[config.mk]
export PLATFORM = sky130hd
export DESIGN_NAME = timer_cnt_ctrl
export DESIGN_NICKNAME = d
export VERILOG_FILES = /design/src/rtl/timer_cnt_ctrl.sv
export SDC_FILE = /design/constraint.sdc
export NUM_CORES = 1
export LEC_CHECK = 0
export CORE_MARGIN = 8
export CORE_UTILIZATION = 55
export CTS_BUF_LIST = sky130_fd_sc_hd__clkbuf_8 sky130_fd_sc_hd__clkbuf_16
export CTS_CLUSTER_DIAMETER = 80
export DETAILED_ROUTE_END_ITERATION = 16
export PLACE_DENSITY_LB_ADDON = 0.2
export RECOVER_POWER = 25
export REMOVE_ABC_BUFFERS = 1
export SYNTH_ARGS = -nofsm -noshare
export SYNTH_HDL_FRONTEND = slang
export SYNTH_SLANG_ARGS = --single-unit
export TNS_END_PERCENT = 50
[constraint.sdc]
create_clock -name sys_clk -period 6.8 [get_ports sys_clk]
set_input_delay 1.36 -clock sys_clk [delete_from_list [all_inputs] [get_ports sys_clk]]
set_output_delay 1.36 -clock sys_clk [all_outputs]
set_load 0.1 [all_outputs]
[src/rtl/timer_cnt_ctrl.sv]
// 64-bit free-running timer with power-of-two prescaler, bus-loadable count words and debug halt.
// Debug halt logic is present only when TIMER_HALT_EN is defined; otherwise halt_req is ignored.
module timer_cnt_ctrl (
  input  logic        sys_clk,
  input  logic        sys_rst,
  input  logic        timer_en,
  input  logic        div_en,
  input  logic [3:0]  div_val,
  input  logic        halt_req,
  input  logic        wr_en,
  input  logic [7:0]  reg_sel,
  input  logic [31:0] wdata_counter,
  output logic [63:0] cnt,
  output logic        cnt_tick,
  output logic        cnt_ovf,
  output logic        halted
);

  logic [63:0] cnt_q, cnt_d;
  logic [7:0]  pre_cnt_q, pre_cnt_d;
  logic        cnt_tick_q, cnt_tick_d;
  logic        cnt_ovf_q, cnt_ovf_d;
  logic        timer_en_q, timer_en_d;
  logic        div_en_q, div_en_d;
  logic [3:0]  div_val_q, div_val_d;

  logic        halt_active;
  logic [3:0]  div_clamp;
  logic [8:0]  div_pow;
  logic [7:0]  pre_target;
  logic        div_bypass;
  logic        div_chg;
  logic        en_fall;
  logic        run;
  logic        tick;
  logic        wr_lo;
  logic        wr_hi;
  logic        wr_any;

  logic unused_reg_sel;
  assign unused_reg_sel = ^{reg_sel[7:3], reg_sel[0]};

`ifdef TIMER_HALT_EN
  logic halted_q, halted_d;

  assign halt_active = halt_req & timer_en;
  assign halted_d    = halt_active;

  always_ff @(posedge sys_clk) begin
    if (sys_rst) begin
      halted_q <= 1'b0;
    end else begin
      halted_q <= halted_d;
    end
  end

  assign halted = halted_q;
`else
  logic unused_halt_req;
  assign unused_halt_req = halt_req;
  assign halt_active     = 1'b0;
  assign halted          = 1'b0;
`endif

  // Exponents above 8 behave as 8 (period 256).
  assign div_clamp  = (div_val > 4'd8) ? 4'd8 : div_val;
  assign div_pow    = 9'd1 << div_clamp;
  assign pre_target = div_pow[7:0] - 8'd1;
  assign div_bypass = ~div_en | (div_clamp == 4'd0);

  assign div_chg = timer_en & ((div_en != div_en_q) | (div_val != div_val_q));
  assign en_fall = timer_en_q & ~timer_en;
  assign run     = timer_en & ~halt_active;
  assign tick    = run & ~div_chg & (div_bypass | (pre_cnt_q == pre_target));

  assign wr_lo  = wr_en & reg_sel[1];
  assign wr_hi  = wr_en & reg_sel[2];
  assign wr_any = wr_lo | wr_hi;

  always_comb begin
    pre_cnt_d = pre_cnt_q;
    if (!timer_en) begin
      pre_cnt_d = 8'd0;
    end else if (halt_active) begin
      pre_cnt_d = pre_cnt_q;
    end else if (div_chg || div_bypass || tick) begin
      pre_cnt_d = 8'd0;
    end else begin
      pre_cnt_d = pre_cnt_q + 8'd1;
    end
  end

  // A bus write beats both the disable-clear and a pending tick.
  always_comb begin
    cnt_d = cnt_q;
    if (wr_any) begin
      if (wr_lo) cnt_d[31:0]  = wdata_counter;
      if (wr_hi) cnt_d[63:32] = wdata_counter;
    end else if (en_fall) begin
      cnt_d = 64'd0;
    end else if (tick) begin
      cnt_d = cnt_q + 64'd1;
    end
  end

  always_comb begin
    cnt_tick_d = tick & ~wr_any;
    cnt_ovf_d  = tick & ~wr_any & (&cnt_q);
    timer_en_d = timer_en;
    div_en_d   = div_en;
    div_val_d  = div_val;
  end

  always_ff @(posedge sys_clk) begin
    if (sys_rst) begin
      cnt_q      <= 64'd0;
      pre_cnt_q  <= 8'd0;
      cnt_tick_q <= 1'b0;
      cnt_ovf_q  <= 1'b0;
      timer_en_q <= 1'b0;
      div_en_q   <= 1'b0;
      div_val_q  <= 4'd0;
    end else begin
      cnt_q      <= cnt_d;
      pre_cnt_q  <= pre_cnt_d;
      cnt_tick_q <= cnt_tick_d;
      cnt_ovf_q  <= cnt_ovf_d;
      timer_en_q <= timer_en_d;
      div_en_q   <= div_en_d;
      div_val_q  <= div_val_d;
    end
  end

  assign cnt      = cnt_q;
  assign cnt_tick = cnt_tick_q;
  assign cnt_ovf  = cnt_ovf_q;

endmodule

Yosys cells after proc, flatten, opt, wreduce, memory -nomap -nowiden. Cells that the tools add are included.

Word-level logic and storage cells: 48. Bits of input ports: 50. Bits in registers: 80. Output and inout bits: 67.

Eq/ne operators: 5. Shift operators: 1. $lt $le $gt $ge: 1. Bitwise operators: 16. Reductions and logical operators: 8. Mux-type cells: 6. Add/subtract/negate cells: 3.

Operators with widths (number): $mux 64 (3); $add 64x1->64 const B (1); $mux 32 (2); $reduce_and 64->1 (1); $add 8x1->8 const B (1); $and 1x1->1 (8); $eq 8x8->1 (1); $shl 1x4->8 const A (1); $sub 8x1->8 const B (1); $gt 4x4->1 const B (1); $logic_not 4->1 (1); $mux 4 (1); $ne 2x2->1 const B (2); $ne 4x4->1 (1); $not 1->1 (4); $or 1x1->1 (4); $reduce_and 2->1 (2); $reduce_bool 3->1 (1); $reduce_or 3->1 (1); $logic_or 1x1->1 (2); $ne 1x1->1 (1).

Depth between registers and ports, before layout.
Depth in word-level cells: 10. Mapped depth: 13. Gate-level depth less buffers: 10.

Worst setup path before layout. Ideal clock, no wire load.

Path type: input -> register. Start point: input port div_val[1]. End point: register cnt_q[58], in the netlist cnt[58]. Slack: 3.115 ns. Library setup time: 0.091 ns. Stages on the path: 13. Required time: 6.709 ns. Data arrival time: 3.594 ns. Path buffers: 3. Cell sequence: buf_2 -> nor2_1 -> nand2_1 -> ha_1 -> or3_1 -> a21o_1 -> o211ai_2 -> nor4b_4 -> or2_0 -> buf_2 -> buf_4 -> nor2_1 -> a311oi_1.

Longest elaborated chain between the ends: 9. Elaborated cells on any way between the ends: 16. Classes of those cells: 1 x add/sub; 1 x order compare; 2 x eq/ne; 1 x shift; 1 x mux; 7 x bitwise; 3 x reduce/logical.

Ends and longest elaborated chain: start: declaration (RTL line 8) `input logic [3:0] div_val,`; $gt 4x4->1 (RTL line 66) `assign div_clamp = (div_val > 4'd8) ? 4'd8 : div_val;`; $mux 4 (RTL line 66); $shl 1x4->8 (RTL line 67) `assign div_pow = 9'd1 << div_clamp;`; $sub 8x1->8 (RTL line 68) `assign pre_target = div_pow[7:0] - 8'd1;`; $eq 8x8->1 (RTL line 74) `assign tick = run & ~div_chg & (div_bypass | (pre_cnt_q == pre_target));`; $or 1x1->1 (RTL line 74); $and 1x1->1 * (RTL line 74); $reduce_bool 3->1 (no line) *; $reduce_and 2->1 (no line) *; end signal: assignment (RTL line 124) `cnt_q <= cnt_d;`; end: declaration (RTL line 19) `logic [63:0] cnt_q, cnt_d;`.

Mark *: on every way between the ends. The rest lies on a longest branch, timed or not. A chain may end at the register's enable or synchronous reset.

Final worst setup path.
Start point: input port div_val[2]. End point: register cnt_q[50], in the netlist cnt[50].

The elaborated chain is that of the path after synthesis.

==> results.json <==
{
  "die_w_um": 113.8,
  "holdWs_ps": 474.6,
  "syn_inst": 709,
  "ios": 117,
  "crit_type": "input pin to register",
  "cap_violations": 1,
  "tightest_slew_ps": 3453,
  "synth_edf_count": 0,
  "grt_antenna_before_repair": 0,
  "vias_per_cell": 6.560,
  "period_share_pct": 69.48,
  "post-cts-setup-buffers": 0,
  "crit_fanout": 12,
  "final_nets": 842,
  "grtUsageTotal_pct": 27.21,
  "grt_pass1_vias": 5786,
  "synth_top_flop_cell": "dfxtp_1",
  "hold_viol": 0,
  "yosysSeqAreaShare_pct": 30.43,
  "syn_avg_cell_area_um2": 7.422,
  "rsz0062_at_grt": "no",
  "yosysWarningCount": 0,
  "timing.setup.tns_ps": 0,
  "p_int_uw": 780.8,
  "antenna_cells": 0,
  "p_comb_share_pct": 28.2,
  "hpwl_mm": 12.74,
  "grt-ovfl-total": 0,
  "htree_levels": 3,
  "fp.dieH_um": 113.8,
  "cp-start-kind": "input pin",
  "pwr-share-clk_pct": 30.3,
  "mostFrequentLayoutCells": "122 x nand2_1, 80 x dfxtp_1, 77 x clkdlybuf4s50_1",
  "drtIter0Drc": 704,
  "cts.path.max_buffers": 2,
  "numCtsBuffers": 9,
  "drv_slew": 75,
  "drt_first_pass_iters": 7,
  "synthArstFlopShare_pct": 0,
  "drc_errors": 0,
  "clk_latency_ps": 370,
  "ys_ff_latch": 80,
  "powerDensity_mw_per_mm2": 191.3,
  "io_buffers": 108,
  "final_common_cell": "nand2_1",
  "cts-resized-gates": 0,
  "multiInputGateArea_mm2": 0.003420,
  "ctsHoldBuffers": 0,
  "arrival_ps": 4820,
  "nFillCells": 765,
  "p_switching_uw": 474.0,
  "switching_share_pct": 37.77,
  "grt_max_degree": 75,
  "power_frac_seq_pct": 41.5,
  "vias": 6055,
  "seq_area_mm2": 0.001602,
  "finalSetupViolations": 0,
  "max-vdd-ir-drop_mv": 0.1373,
  "utilization_pct": 70.65,
  "start_util_pct": 56.68,
  "wire_per_inst_um": 19.85,
  "fmax_ghz": 0.2116,
  "netlist_area_mm2": 0.005263,
  "fp.dieArea_mm2": 0.01295,
  "netlist.area_leader.share_pct": 30.43,
  "synthToLayoutAreaGrowth_pct": 24.63,
  "wl_mm": 18.33,
  "rows": 35,
  "ant_nets": 0,
  "synth.area.top_cells": "dfxtp_1 30%, nand2_1 8.7%, a21oi_1 6.1%",
  "post-route-min-period_ps": 4725,
  "drive_gt1_share_pct": 6.171,
  "cp.required_ps": 6900,
  "gpl.final_weighted_congestion": 0.9240,
  "worst_clock_skew_ps": 13.01,
  "cts_tree": "built",
  "p_leak_nw": 2.230,
  "violations": "max-capacitance violations, max-slew violations",
  "cts-root-buf": "clkbuf_8",
  "run_status": "finished with violations",
  "clk_pin_slew_worst_paths_ps": 80,
  "min_path_type": "register to register",
  "synth_area_leader_cell": "dfxtp_1",
  "synthDistinctLibCells": 75,
  "worstSetupEndpointType": "register",
  "slew_headroom_pct": -130.2,
  "core-area_mm2": 0.009284,
  "cts_sinks": 80,
  "grt_pass1_wl_mm": 28.99
}
## cells by family (layout without fill, tap and decap cells)
logic type               Yosys count  in the layout  share of synthesized area [%]
multiplexers                       6              6                          1.213
XOR/XNOR                          22             22                          3.804
buffers and inverters             55            140                          4.684
other                              1              1                        0.07126
adder cells (fa/ha/maj)            3              3                         0.7133
flip-flops                        80             80                          30.43
AND/OR/NAND/NOR                  332            332                          32.50
AO/OA/AOI/OAI                    210            210                          26.58
## flip-flops by register name, indices dropped and copies added, names as in the netlist
signal      count
div_en_q        1
timer_en_q      1
div_val_q       4
cnt            64
cnt_tick        1
pre_cnt_q       8
cnt_ovf         1
## cell usage after synthesis (all sizes together) (15+ instances only)
master,n
o31ai,17
o21ai,32
nor3,25
clkbuf,30
nand2,123
nand4,21
a21oi,64
and3,19
o32ai,19
a31oi,15
dfxtp,80
buf,17
nor2,56
nand3,28
## through the flow
| step | total power, mW | cells | worst slack, ps | instance area (µm²) |
|---|---|---|---|---|
| final | 1.255 | 923 | 2075 | 6559 |
| after global routing | 1.292 | 923 | 1806 | 6559 |
| after CTS | 1.253 | 923 | 2151 | 6564 |
| after detailed placement | 0.8822 | 907 | 1784 | 6349 |
| after global placement | 0.8765 | 907 | 1853 | 6349 |
| after floorplan | 0.7628 | 662 | 2164 | 5046 |
## power by group through the flow
stage	clock, mW	combinational, mW	sequential, mW
finish	0.380	0.354	0.520
detailed placement	0	0.352	0.530
global route	0.398	0.371	0.523
CTS	0.381	0.353	0.519
floorplan	0	0.102	0.661
global placement	0	0.348	0.528
## cell type report
class / instances / area share, %
inverters: 8 / 0.4578
flip-flops and latches: 80 / 24.42
well taps: 129 / 2.461
clock buffers: 11 / 2.308
repair buffers: 116 / 17.25
multi-input cells: 574 / 52.14
clock inverters: 5 / 0.9729
## path summary, 6_finish.rpt
path	depth (start not counted)	slack [ps]	to	startpoint
worst min register to register	1	470	pre_cnt_q[0]	pre_cnt_q[0]
worst min-delay path	1	470	pre_cnt_q[0]	pre_cnt_q[0]
worst max register to register	8	3490	cnt[58]	cnt[0]
worst max-delay path	11	2080	cnt[50]	div_val[2]
## worst max-delay path, cell delays in order
cell and delay (ps):
clkdlybuf4s50_1 660, nor2_1 230, nand2_1 70, ha_1 260
or3_1 410, a21o_1 180, o211ai_2 80, nor4b_4 470
or2_0 640, buf_4 340, o311ai_0 120
## routing by layer
metal	share of wire [%]	track usage, %
met1	41	34.09
met2	46	43.39
met3	11	7.026
met4	2.6	11.18
met5	0	0
Power figures use the tool's default switching activity.
